### config.mk
export PLATFORM = sky130hd
export DESIGN_NAME = decode_stage
export DESIGN_NICKNAME = d
export VERILOG_FILES = /design/src/rtl/decode_stage.sv
export SDC_FILE = /design/constraint.sdc
export NUM_CORES = 1
export LEC_CHECK = 0
export CORE_UTILIZATION = 41
export DETAILED_ROUTE_END_ITERATION = 10
export GPL_ROUTABILITY_DRIVEN = 0
export GPL_TIMING_DRIVEN = 0
export PLACE_DENSITY = 0.9
export SETUP_SLACK_MARGIN = 0.05
export SYNTH_ARGS = -nofsm -noshare
export SYNTH_HDL_FRONTEND = slang
export SYNTH_SLANG_ARGS = --single-unit
### constraint.sdc
create_clock -name clk -period 2.55 [get_ports clk]
set_input_delay 0.3825 -clock clk [delete_from_list [all_inputs] [get_ports clk]]
set_output_delay 0.3825 -clock clk [all_outputs]
set_load 0.02 [all_outputs]
### src/rtl/decode_stage.sv
// decode_stage: instruction decode with ID/EX pipeline register.
//
// Sits between fetch and execute. It drives the register file read addresses
// and samples the asynchronous read data. A write-back to the same register in
// the same cycle is bypassed. Two-word (immediate/load) instructions are
// assembled here. Decode stalls on a load-use hazard and squashes on a flush.
//
// Ports
//   clk, rst_n                 clock; synchronous active-low reset
//   if_valid, if_instr         fetched word ([15:11] opcode, [10:8] dst, [7:5] src)
//   if_ready                   word consumed at this edge when if_valid & if_ready
//   rf_dst_addr, rf_src_addr   register file read addresses
//   rf_data1, rf_data2         asynchronous register file read data
//   wb_en, wb_addr, wb_data    write-back port, same cycle as the register file write
//   ex_load_pending/addr       load currently in EX and its destination
//   flush                      squash decode (taken branch)
//   id_*                       ID/EX pipeline register contents
module decode_stage (
    input  logic        clk,
    input  logic        rst_n,
    input  logic        if_valid,
    input  logic [15:0] if_instr,
    output logic        if_ready,
    output logic [2:0]  rf_dst_addr,
    output logic [2:0]  rf_src_addr,
    input  logic [15:0] rf_data1,
    input  logic [15:0] rf_data2,
    input  logic        wb_en,
    input  logic [2:0]  wb_addr,
    input  logic [15:0] wb_data,
    input  logic        ex_load_pending,
    input  logic [2:0]  ex_load_addr,
    input  logic        flush,
    output logic        id_valid,
    output logic [4:0]  id_opcode,
    output logic [2:0]  id_dst,
    output logic [2:0]  id_src,
    output logic [15:0] id_op1,
    output logic [15:0] id_op2,
    output logic [15:0] id_imm,
    output logic        id_wb_en,
    output logic        id_is_load
);

    typedef enum logic {
        S_OP  = 1'b0,
        S_IMM = 1'b1
    } state_t;

    typedef struct packed {
        logic        valid;
        logic [4:0]  opcode;
        logic [2:0]  dst;
        logic [2:0]  src;
        logic [15:0] op1;
        logic [15:0] op2;
        logic [15:0] imm;
        logic        wb_en;
        logic        is_load;
    } idex_t;

    state_t      state_q, state_d;
    // Only the opcode/dst/src bits of a held opcode word are ever used, so
    // the low five bits are not stored.
    logic [15:5] hold_q, hold_d;
    idex_t       idex_q, idex_d;

    logic [15:5] rd_instr;
    logic [15:0] op1_s, op2_s;
    logic        hazard;

    // Read addresses, bypass and hazard detection
    always_comb begin
        rd_instr    = (state_q == S_IMM) ? hold_q : if_instr[15:5];
        rf_dst_addr = rd_instr[10:8];
        rf_src_addr = rd_instr[7:5];

        op1_s = (wb_en && (wb_addr == rf_dst_addr)) ? wb_data : rf_data1;
        op2_s = (wb_en && (wb_addr == rf_src_addr)) ? wb_data : rf_data2;

        hazard = ex_load_pending &&
                 ((ex_load_addr == rf_dst_addr) || (ex_load_addr == rf_src_addr));

        if_ready = !flush && !hazard;
    end

    // Next state; ID/EX defaults to a bubble
    always_comb begin
        state_d = state_q;
        hold_d  = hold_q;
        idex_d  = '0;

        if (flush) begin
            state_d = S_OP;
            hold_d  = '0;
        end else if (hazard) begin
            // stall: keep state and held opcode, emit bubble
        end else if (if_valid) begin
            if ((state_q == S_OP) && if_instr[15]) begin
                hold_d  = if_instr[15:5];
                state_d = S_IMM;
            end else begin
                // rd_instr is the instruction being issued in both the
                // one-word and the completing two-word case.
                idex_d.valid   = 1'b1;
                idex_d.opcode  = rd_instr[15:11];
                idex_d.dst     = rd_instr[10:8];
                idex_d.src     = rd_instr[7:5];
                idex_d.op1     = op1_s;
                idex_d.op2     = op2_s;
                idex_d.imm     = (state_q == S_IMM) ? if_instr : '0;
                idex_d.wb_en   = (rd_instr[15:14] != 2'b01) && (rd_instr[15:11] != 5'h00);
                idex_d.is_load = (rd_instr[15:14] == 2'b11);
                state_d        = S_OP;
            end
        end
    end

    always_ff @(posedge clk) begin
        if (!rst_n) begin
            state_q <= S_OP;
            hold_q  <= '0;
            idex_q  <= '0;
        end else begin
            state_q <= state_d;
            hold_q  <= hold_d;
            idex_q  <= idex_d;
        end
    end

    assign id_valid   = idex_q.valid;
    assign id_opcode  = idex_q.opcode;
    assign id_dst     = idex_q.dst;
    assign id_src     = idex_q.src;
    assign id_op1     = idex_q.op1;
    assign id_op2     = idex_q.op2;
    assign id_imm     = idex_q.imm;
    assign id_wb_en   = idex_q.wb_en;
    assign id_is_load = idex_q.is_load;

endmodule

Word level (Yosys, flattened, before mapping)
Index checks and enable logic that the tools add are counted.
{"block": "totals", "inputBits": 76, "out_inout_bits": 69, "reg_bits": 74, "elab_cells": 43}
{"block": "classes", "reduce_logical": 16, "n_eq_ne": 6, "n_mux": 6, "bitwise_logic": 4}
{"op": "$mux 62", "n": 1}
{"op": "$mux 16", "n": 3}
{"op": "$eq 3x3->1", "n": 4}
{"op": "$mux 11", "n": 1}
{"op": "$logic_and 1x1->1", "n": 6}
{"op": "$reduce_or 6->1", "n": 1}
{"op": "$reduce_bool 5->1", "n": 1}
{"op": "$reduce_or 5->1", "n": 1}
{"op": "$not 1->1", "n": 4}
{"op": "$reduce_or 4->1", "n": 1}
{"op": "$reduce_and 3->1", "n": 1}
{"op": "$eq 2x2->1 const B", "n": 1}
{"op": "$logic_not 1->1", "n": 2}
{"op": "$ne 2x1->1 const B", "n": 1}
{"op": "$reduce_and 2->1", "n": 1}
{"op": "$reduce_or 2->1", "n": 1}
{"op": "$logic_or 1x1->1", "n": 1}
{"op": "$mux 1", "n": 1}

Longest topological paths before layout
Gate-level depths: netlist of the first run.
{"block": "logic_depth", "word_depth": 6, "ltp_mapped": 9, "mapped_depth_nobuf": 5}

Least setup slack after synthesis of the first run
OpenSTA, ideal clock, no wires.
{"block": "synth_path", "kind": "reg-to-reg", "start": "register state_q", "end": "register idex_q, in the netlist id_op2[3]", "n_path_buf": 3, "path_stages_with_launch": 9, "t_required_ns": 2.487, "period_less_slack_ns": 2.154, "t_arrival_ns": 2.092, "setup_slack_ns": 0.396, "setup_time_ns": 0.063, "cell_sequence": "dfxtp_1 buf_6 mux2i_1 xor2_1 and4_1 or4_1 buf_6 buf_12 nor2_4"}
{"block": "synth_between", "elab_chain_len": 5, "elab_cells_between_ends": 11, "cone_classes": "3 x eq/ne; 2 x mux; 1 x bitwise; 5 x reduce/logical"}
{"element": "start: declaration", "line_no": "62", "rtl": "state_t state_q, state_d;"}
{"element": "start signal: assignment", "line_no": "125", "rtl": "state_q <= state_d;"}
{"element": "$mux 11", "line_no": "74", "rtl": "rd_instr = (state_q == S_IMM) ? hold_q : if_instr[15:5];"}
{"element": "$eq 3x3->1", "line_no": "82", "rtl": "((ex_load_addr == rf_dst_addr) || (ex_load_addr == rf_src_addr));"}
{"element": "$logic_or 1x1->1", "line_no": "82"}
{"element": "$logic_and 1x1->1", "line_no": "81", "rtl": "hazard = ex_load_pending &&"}
{"element": "$reduce_or 5->1 (no source line)"}
{"element": "end signal: assignment", "line_no": "127", "rtl": "idex_q <= idex_d;"}
{"element": "end: declaration", "line_no": "66", "rtl": "idex_t idex_q, idex_d;"}
Parallel ways exist; a longest one is shown, timed or not.
A chain may end at the register's enable or synchronous reset.

Final worst setup path of the first run
{"block": "layout_path", "start": "register state_q", "end": "output port if_ready"}
{"block": "layout_between", "elab_chain_len": 6, "elab_cells_between_ends": 7, "cone_classes": "2 x eq/ne; 1 x mux; 4 x reduce/logical"}
{"element": "$mux 11 *", "line_no": "74"}
{"element": "$eq 3x3->1", "line_no": "82"}
{"element": "$logic_or 1x1->1 *", "line_no": "82"}
{"element": "$logic_and 1x1->1 *", "line_no": "81"}
{"element": "$logic_not 1->1 *", "line_no": "84", "rtl": "if_ready = !flush && !hazard;"}
{"element": "$logic_and 1x1->1 *", "line_no": "84"}
{"element": "end: declaration", "line_no": "23", "rtl": "output logic if_ready,"}
Mark *: on every way between the ends. The rest lies on a longest branch, timed or not.

==> results by group, run 1 <==
Run status
  • Status: completed

Global routing
  • Largest net degree at the start of global routing: 12
  • GRT overflow: 0
  • Vias in the first global route: 2,416
  • GRT Total Usage: 19.57%
  • First-pass GRT wire length: 11.52 mm
  • Initial antenna violation count: 0

STA
  • Max Slew Vio Count: 0
  • Slew HR: 67.62%
  • RSZ-0062 raised after global routing: yes
  • Setup Skew: 0.006278 ns
  • Max frequency: 425.0 MHz
  • Hold Vio Cnt, Final: 0
  • Setup violators final: 0
  • Worst Tran Pin Value: 0.4831 ns
  • Clock period minus worst slack: 2.353 ns
  • Fin crit share: 92.27%
  • Fin Setup TNS: 0 ns

Synth
  • Post-Synthesis Net Count: 346
  • Yosys cell types: 28
  • Commonest cells in the netlist: dfxtp_1 (74), mux2i_1 (51), nor2_4 (30), nand2_1 (22), and2_1 (17)
  • Most frequent cell after synthesis: dfxtp_1
  • Syn_area_per_cell: 11.38 um2
  • Async set-reset flop share out of synthesis: 0%
  • Most area-consuming cells after synthesis: dfxtp_1 (48%), mux2i_1 (17%), nor2_4 (11%)
  • Cells after Synth: 270
  • #FFs+latches synth: 74
  • EDFF count, synth: 0
  • Top cell type's share of synthesized area: 48.23%
  • Seq/Total Area, Yosys: 48.23%
  • Biggest area consumer among synthesized cells: dfxtp_1
  • Mapped Area: 3072 um2
  • Yosys synthesis warning count: 0
  • Most used DFF post-synth: dfxtp_1

CTS
  • Worst-skew pair later-pin latency: 0.33 ns
  • Hold Buf Count CTS: 0
  • Worst-case clock buffer depth: 2
  • Sink Count: 74
  • CTS Buf Count: 9
  • H-Tree Depth: 3
  • Reg clk slew, reported paths: 0.07 ns
  • CTS root buffer: clkbuf_8
  • CTS tree: built

Power
  • Sw Ratio: 24.72%
  • Clock share of power: 33.2%
  • Seq pwr share: 49.5%
  • Post-layout power: 2393 uW
  • Maximum vdd drop: 0.3207 mV
  • Lkg Pwr: 0.001789 uW
  • Pint: 1801 uW
  • Gate power share: 17.3%
  • PwrDens: 491.2 nW/um2
  • Psw: 591.5 uW

Floorplan
  • Ports: 145
  • Initial Util: 42.35%
  • DIE WIDTH: 88.56 um
  • Core area: 7253 um2
  • Die Ht: 88.56 um
  • Die area: 7842 um2
  • Rows: 31

Placed design
  • Cells after DPL: 513
  • Detailed placement HPWL: 6.158 mm
  • Port Buf Inserts: 144

Setup path
  • R2r setup slk: 0.20 ns
  • Critical Path Sink: if_ready
  • Critical R2R Capture: hold_q[13]
  • Nature of the critical path endpoint: output pin
  • Crit path required time: 2.17 ns
  • Worst setup startpoint: state_q
  • Kind of critical path: flop to output pin
  • Length in cells of the worst reg-to-reg path: 8
  • WP data arrival: 1.97 ns
  • RR Startpoint: state_q
  • Critical path fanouts, max: 10
  • CP Launch Type: flop

Layout
  • ANT cells: 0
  • Final Util: 67.16%
  • # fillers: 565
  • Proportion of layout cells with a drive suffix above 1: 18.88%
  • Fin cells: 528
  • Area Growth Syn to Fin: 58.57%
  • Layout Nets: 501

Route
  • Total number of vias: 2,388
  • DRT iter0 DRCs: 24
  • Post-route ant nets: 0
  • Vias/cell: 4.523
  • DRT Pass-1 Iters: 4
  • DRC: 0
  • Final wirelength: 7.761 mm
  • DR WL/cell: 14.70 um

Job
  • Max-Cap Viols: 0

Worst hold path
  • Type of the tightest min-delay check: flop to flop
[power by group through the flow]
stage	Clock (uW)	Sequential [uW]	Combinational, uW
2_1_floorplan	0	1230	183
5_1_grt	850	1180	441
3_5_place_dp	0	1210	406
3_3_place_gp	0	1210	397
4_1_cts	813	1180	417
6_report	795	1180	414
[worst min path at each step]
stage	cells after the start	startpoint	end	slack [ns]
6_report	2	hold_q[14]	hold_q[14]	0.48
5_1_grt	2	hold_q[5]	hold_q[5]	0.50
4_1_cts	2	hold_q[14]	hold_q[14]	0.48
3_5_place_dp	2	hold_q[8]	hold_q[8]	0.46
3_3_place_gp	2	hold_q[6]	hold_q[6]	0.44
2_1_floorplan	2	hold_q[10]	hold_q[10]	0.43
[cells by family (layout without fill, tap and decap cells)]
group / count (synthesis) / count (layout) / synth area share (%)
flip-flops: 74 / 74 / 48.23
XOR/XNOR: 12 / 12 / 3.422
AO/OA/AOI/OAI: 5 / 5 / 1.099
AND/OR/NAND/NOR: 97 / 97 / 22.65
buffers and inverters: 30 / 189 / 7.536
multiplexers: 52 / 52 / 17.07
[placed cells by master, fill, tap and decap left out, types with 4 or more instances in the layout]
cell type / count
mux2i_1: 45
buf_12: 4
clkbuf_8: 11
nand2_1: 22
nor2_1: 6
and2_1: 17
xor2_1: 12
nor2_4: 30
dfxtp_1: 74
clkdlybuf4s50_1: 142
buf_4: 8
inv_1: 7
nor2_2: 7
nor3_1: 4
clkbuf_1: 4
mux2i_4: 4
[per-layer routing]
| metal | share of wire [%] | global-route usage (%) | routed length, um |
|---|---|---|---|
| met5 | 0 | 0 | 0 |
| met3 | 7.4 | 4.664 | 577 |
| met1 | 38 | 20.05 | 2928 |
| met4 | 1.2 | 7.185 | 97 |
| met2 | 54 | 38.18 | 4158 |
[critical path, stage by stage (launching register included)]
cell and delay (ns):
dfxtp_1 0.33, buf_6 0.17, buf_12 0.15, mux2i_4 0.32, xor2_1 0.19, and4_4 0.28, nor3_1 0.06, clkbuf_2 0.16
[sequential cells by signal, indices dropped and copies added (netlist names), 3 cells and up]
register / count
id_op1: 16
id_opcode: 5
id_src: 3
hold_q: 11
id_op2: 16
id_dst: 3
id_imm: 16
[cell type report]
cell class	instances	area [um2]	share of cell area, %
inverters	8	30.03	0.6165
clock inverters	3	15.01	0.3082
clock buffers	12	155.1	3.185
plain buffers	22	205.2	4.213
well taps	99	123.9	2.543
multi-input cells	166	1421	29.18
repair buffers	144	1439	29.54
flip-flops and latches	74	1481	30.41
[stage by stage]
stage / setup WS (ns) / area (um2) / hold slack [ns]
6_report: 0.1971 / 4871 / 0.4835
2_1_floorplan: 0.3958 / 3072 / 0.4344
3_5_place_dp: -0.5385 / 4637 / 0.4575
4_1_cts: 0.03622 / 4865 / 0.4796
5_1_grt: 0.03407 / 4871 / 0.5044
3_3_place_gp: -0.4334 / 4637 / 0.4429
[what timing repair did]
action / 4_1_cts / 5_1_grt
gates cloned: 0 / 0
buffers inserted: 0 / 0
endpoints found under the hold margin: 0 / 0
pin swaps: 0 / 0
endpoints found under the setup margin: 11 / 13
resized for setup: 11 / 9
Note: power is estimated with default switching activity, not from simulation.
==> inputs of run 2 (changes only) <==
--- a/config.mk
+++ b/config.mk
@@ -5,11 +5,11 @@
 export SDC_FILE = /design/constraint.sdc
 export NUM_CORES = 1
 export LEC_CHECK = 0
-export CORE_UTILIZATION = 41
+export CORE_UTILIZATION = 50
 export DETAILED_ROUTE_END_ITERATION = 10
-export GPL_ROUTABILITY_DRIVEN = 0
+export DONT_BUFFER_PORTS = 1
 export GPL_TIMING_DRIVEN = 0
-export PLACE_DENSITY = 0.9
+export PLACE_DENSITY = 0.75
 export SETUP_SLACK_MARGIN = 0.05
 export SYNTH_ARGS = -nofsm -noshare
 export SYNTH_HDL_FRONTEND = slang
==> constraint.sdc (replaced) <==
create_clock -name clk -period 3 [get_ports clk]
set_input_delay 0.45 -clock clk [delete_from_list [all_inputs] [get_ports clk]]
set_output_delay 0.45 -clock clk [all_outputs]
set_load 0.02 [all_outputs]
==> run 2 against run 1 <==
Sequential power is 14% lower. Die area is 18% lower. Routed wire length is 22% lower. Total power is 10% lower. Largest power group unchanged. Critical path type unchanged. First-iteration DRC count is 33% higher. Sequential cell count stayed put. Clock skew is 0.0054 ns higher. Global-route usage is 0.28 points lower.
==> results by group, run 2 (synthesized netlist as in run 1, its figures left out) <==
Setup path
  • WP data arrival: 2.38 ns (+0.41 ns)
  • Crit path largest cell delay: 0.60 ns (+0.27 ns)
  • Worst Path Buf+Inv: 1 (-2)
  • RR Startpoint: state_q
  • Critical path fanouts, max: 6 (-4)
  • Crit path cell chain: buf_6 -> mux2i_1 -> xor2_1 -> and4_1 -> nor3_1
  • CP delay by family, top: simple AND/OR/NAND/NOR gates
  • Critical R2R Capture: hold_q[11]
  • Kind of critical path: flop to output pin
  • Crit path max-delay cell type: nor3_1
  • Crit path required time: 2.55 ns (+0.38 ns)
  • R2r setup slk: 0.48 ns (+0.28 ns)
  • Length in cells of the worst reg-to-reg path: 7 (-1)
  • Nature of the critical path endpoint: output pin
  • CP Launch Type: flop

STA
  • Fin crit share: 94.41%
  • Setup Skew: 0.01163 ns (+0.005351 ns)
  • Setup violators final: 0 (unchanged)
  • Slew HR: 53.17% (-14 points)
  • RSZ-0062 raised after global routing: yes
  • Worst Tran Pin Value: 0.6971 ns (+0.2140 ns)
  • Fin Setup TNS: 0 ns (unchanged)
  • Max frequency: 353.1 MHz
  • Hold Vio Cnt, Final: 0 (unchanged)
  • Max Slew Vio Count: 0 (unchanged)
  • Clock period minus worst slack: 2.832 ns
  • Min Hold Slack: 0.2229 ns (-0.2606 ns)

Layout
  • Layout Nets: 357 (-29%)
  • Design area: 3423 um2 (-30%)
  • Commonest non-fill, non-tap cell in the layout: dfxtp_1
  • Commonest non-fill, non-tap cells in the layout: dfxtp_1 (74), mux2i_1 (51), nor2_4 (30), nand2_1 (22), and2_1 (17)
  • Final Util: 57.82% (-9.3 points)
  • Area Growth Syn to Fin: 11.45%
  • Proportion of layout cells with a drive suffix above 1: 25.87% (+7.0 points)
  • ANT cells: 0 (unchanged)

Worst hold path
  • Type of the tightest min-delay check: input port to flop
  • Hold Startpoint: if_instr[9]
  • WHS Endpoint: id_imm[9]
  • Hold Path Depth: 1 (-1)

Global routing
  • GRT Total Usage: 19.29% (-0.28 points)
  • Initial antenna violation count: 0 (unchanged)
  • GRT overflow: 0 (unchanged)
  • Largest net degree at the start of global routing: 13 (+1)
  • First-pass GRT wire length: 9.011 mm (-22%)
  • Vias in the first global route: 1,841 (-24%)

Route
  • DRC: 0 (unchanged)
  • Final wirelength: 6.033 mm (-22%)
  • DRT Pass-1 Iters: 4 (unchanged)
  • Total number of vias: 1,828 (-23%)
  • Post-route ant nets: 0 (unchanged)
  • DR WL/cell: 16.71 um (+14%)
  • DRT iter0 DRCs: 32 (+33%)
  • Vias/cell: 5.064 (+12%)

CTS
  • CTS tree: built
  • Worst-skew pair later-pin latency: 0.34 ns (about the same)
  • H-Tree Depth: 3 (unchanged)
  • Reg clk slew, reported paths: 0.08 ns (about the same)
  • CTS Buf Count: 9 (unchanged)
  • Sink Count: 74 (unchanged)
  • Worst-case clock buffer depth: 2 (unchanged)
  • CTS root buffer: clkbuf_8
  • Post-CTS Setup Repair Bufs: 0 (unchanged)

Floorplan
  • Ports: 145 (unchanged)
  • Die area: 6461 um2 (-18%)
  • DIE WIDTH: 80.38 um (-9.2%)
  • Die Ht: 80.38 um (-9.2%)
  • Rows: 28 (-9.7%)
  • Core area: 5921 um2 (-18%)
  • Initial Util: 51.88% (+9.5 points)

Power
  • Maximum vdd drop: 0.3581 mV (+12%)
  • Clock share of power: 44.2% (+11 points)
  • Seq pwr share: 47.5% (-2.0 points)
  • Sw Ratio: 22.34% (-2.4 points)
  • Psw: 480.9 uW (-19%)
  • Pint: 1672 uW (-7.2%)
  • PwrDens: 628.9 nW/um2 (+28%)
  • Gate power share: 8.3% (-9.0 points)
  • Lkg Pwr: 0.001261 uW (-30%)

Placed design
  • Placed inst area: 3166 um2 (-32%)
  • Port Buf Inserts: 0 (-100%)
  • Final Wtd Congestion: 0.7828
  • Detailed placement HPWL: 4.515 mm (-27%)

Run status
  • Status: completed

Job
  • Max-Cap Viols: 0 (unchanged)
[run 2: cell types whose count changed in the layout (fill, tap and decap cells not counted), sizes merged]
cell	before	now
dlymetal6s2s	1	0
bufinv	0	3
clkbuf	17	16
clkinv	3	0
clkinvlp	0	1
clkdlybuf4s50	142	0
[run 2: what timing repair did]
item / 4_1_cts / 5_1_grt
resized for setup: 0 / 1
hold buffers: 0 / 0
endpoints found under the setup margin: 0 / 10
[run 2: layout make-up]
class                      count  area [um2]
multi-input combinational    166        1364
tap                           75       93.84
fill                         507        2497
inverter                       8       30.03
buffer                        22       201.4
clock buffer                  12       155.1
sequential                    74        1481
clock inverter                 4       97.59
[run 2: stage by stage]
step / total power (uW) / cells / worst slack [ns]
after floorplan: 1199 / 270 / 0.8458
after global placement: 1222 / 345 / 0.3996
after detailed placement: 1227 / 345 / 0.3079
after CTS: 2176 / 361 / 0.2146
after global routing: 2234 / 361 / 0.04134
final: 2153 / 361 / 0.1677
[run 2: how the worst max path moves through the flow]
stage	to	slack [ns]	cells past startpoint	startpoint
after CTS	if_ready	0.21	5	state_q
final	if_ready	0.17	5	state_q
after detailed placement	id_imm[7]	0.31	7	state_q
after global routing	if_ready	0.04	5	state_q
after floorplan	id_op2[3]	0.85	8	state_q
after global placement	id_imm[8]	0.40	7	state_q
[run 2: power by group through the flow]
stage | Clock, uW | Combinational (uW) | Sequential [uW]
after floorplan | 0 | 155 | 1040
after global placement | 0 | 176 | 1050
after detailed placement | 0 | 180 | 1050
after CTS | 973 | 180 | 1020
after global routing | 1010 | 194 | 1020
final | 951 | 178 | 1020
[run 2: metal layers]
metal	global-route usage, %	up-vias	share of wire [%]
li1	-	892	-
met4	6.071	0	1.0
met5	0	-	0
met1	19.97	841	39
met2	34.24	89	52
met3	8.977	6	8.5
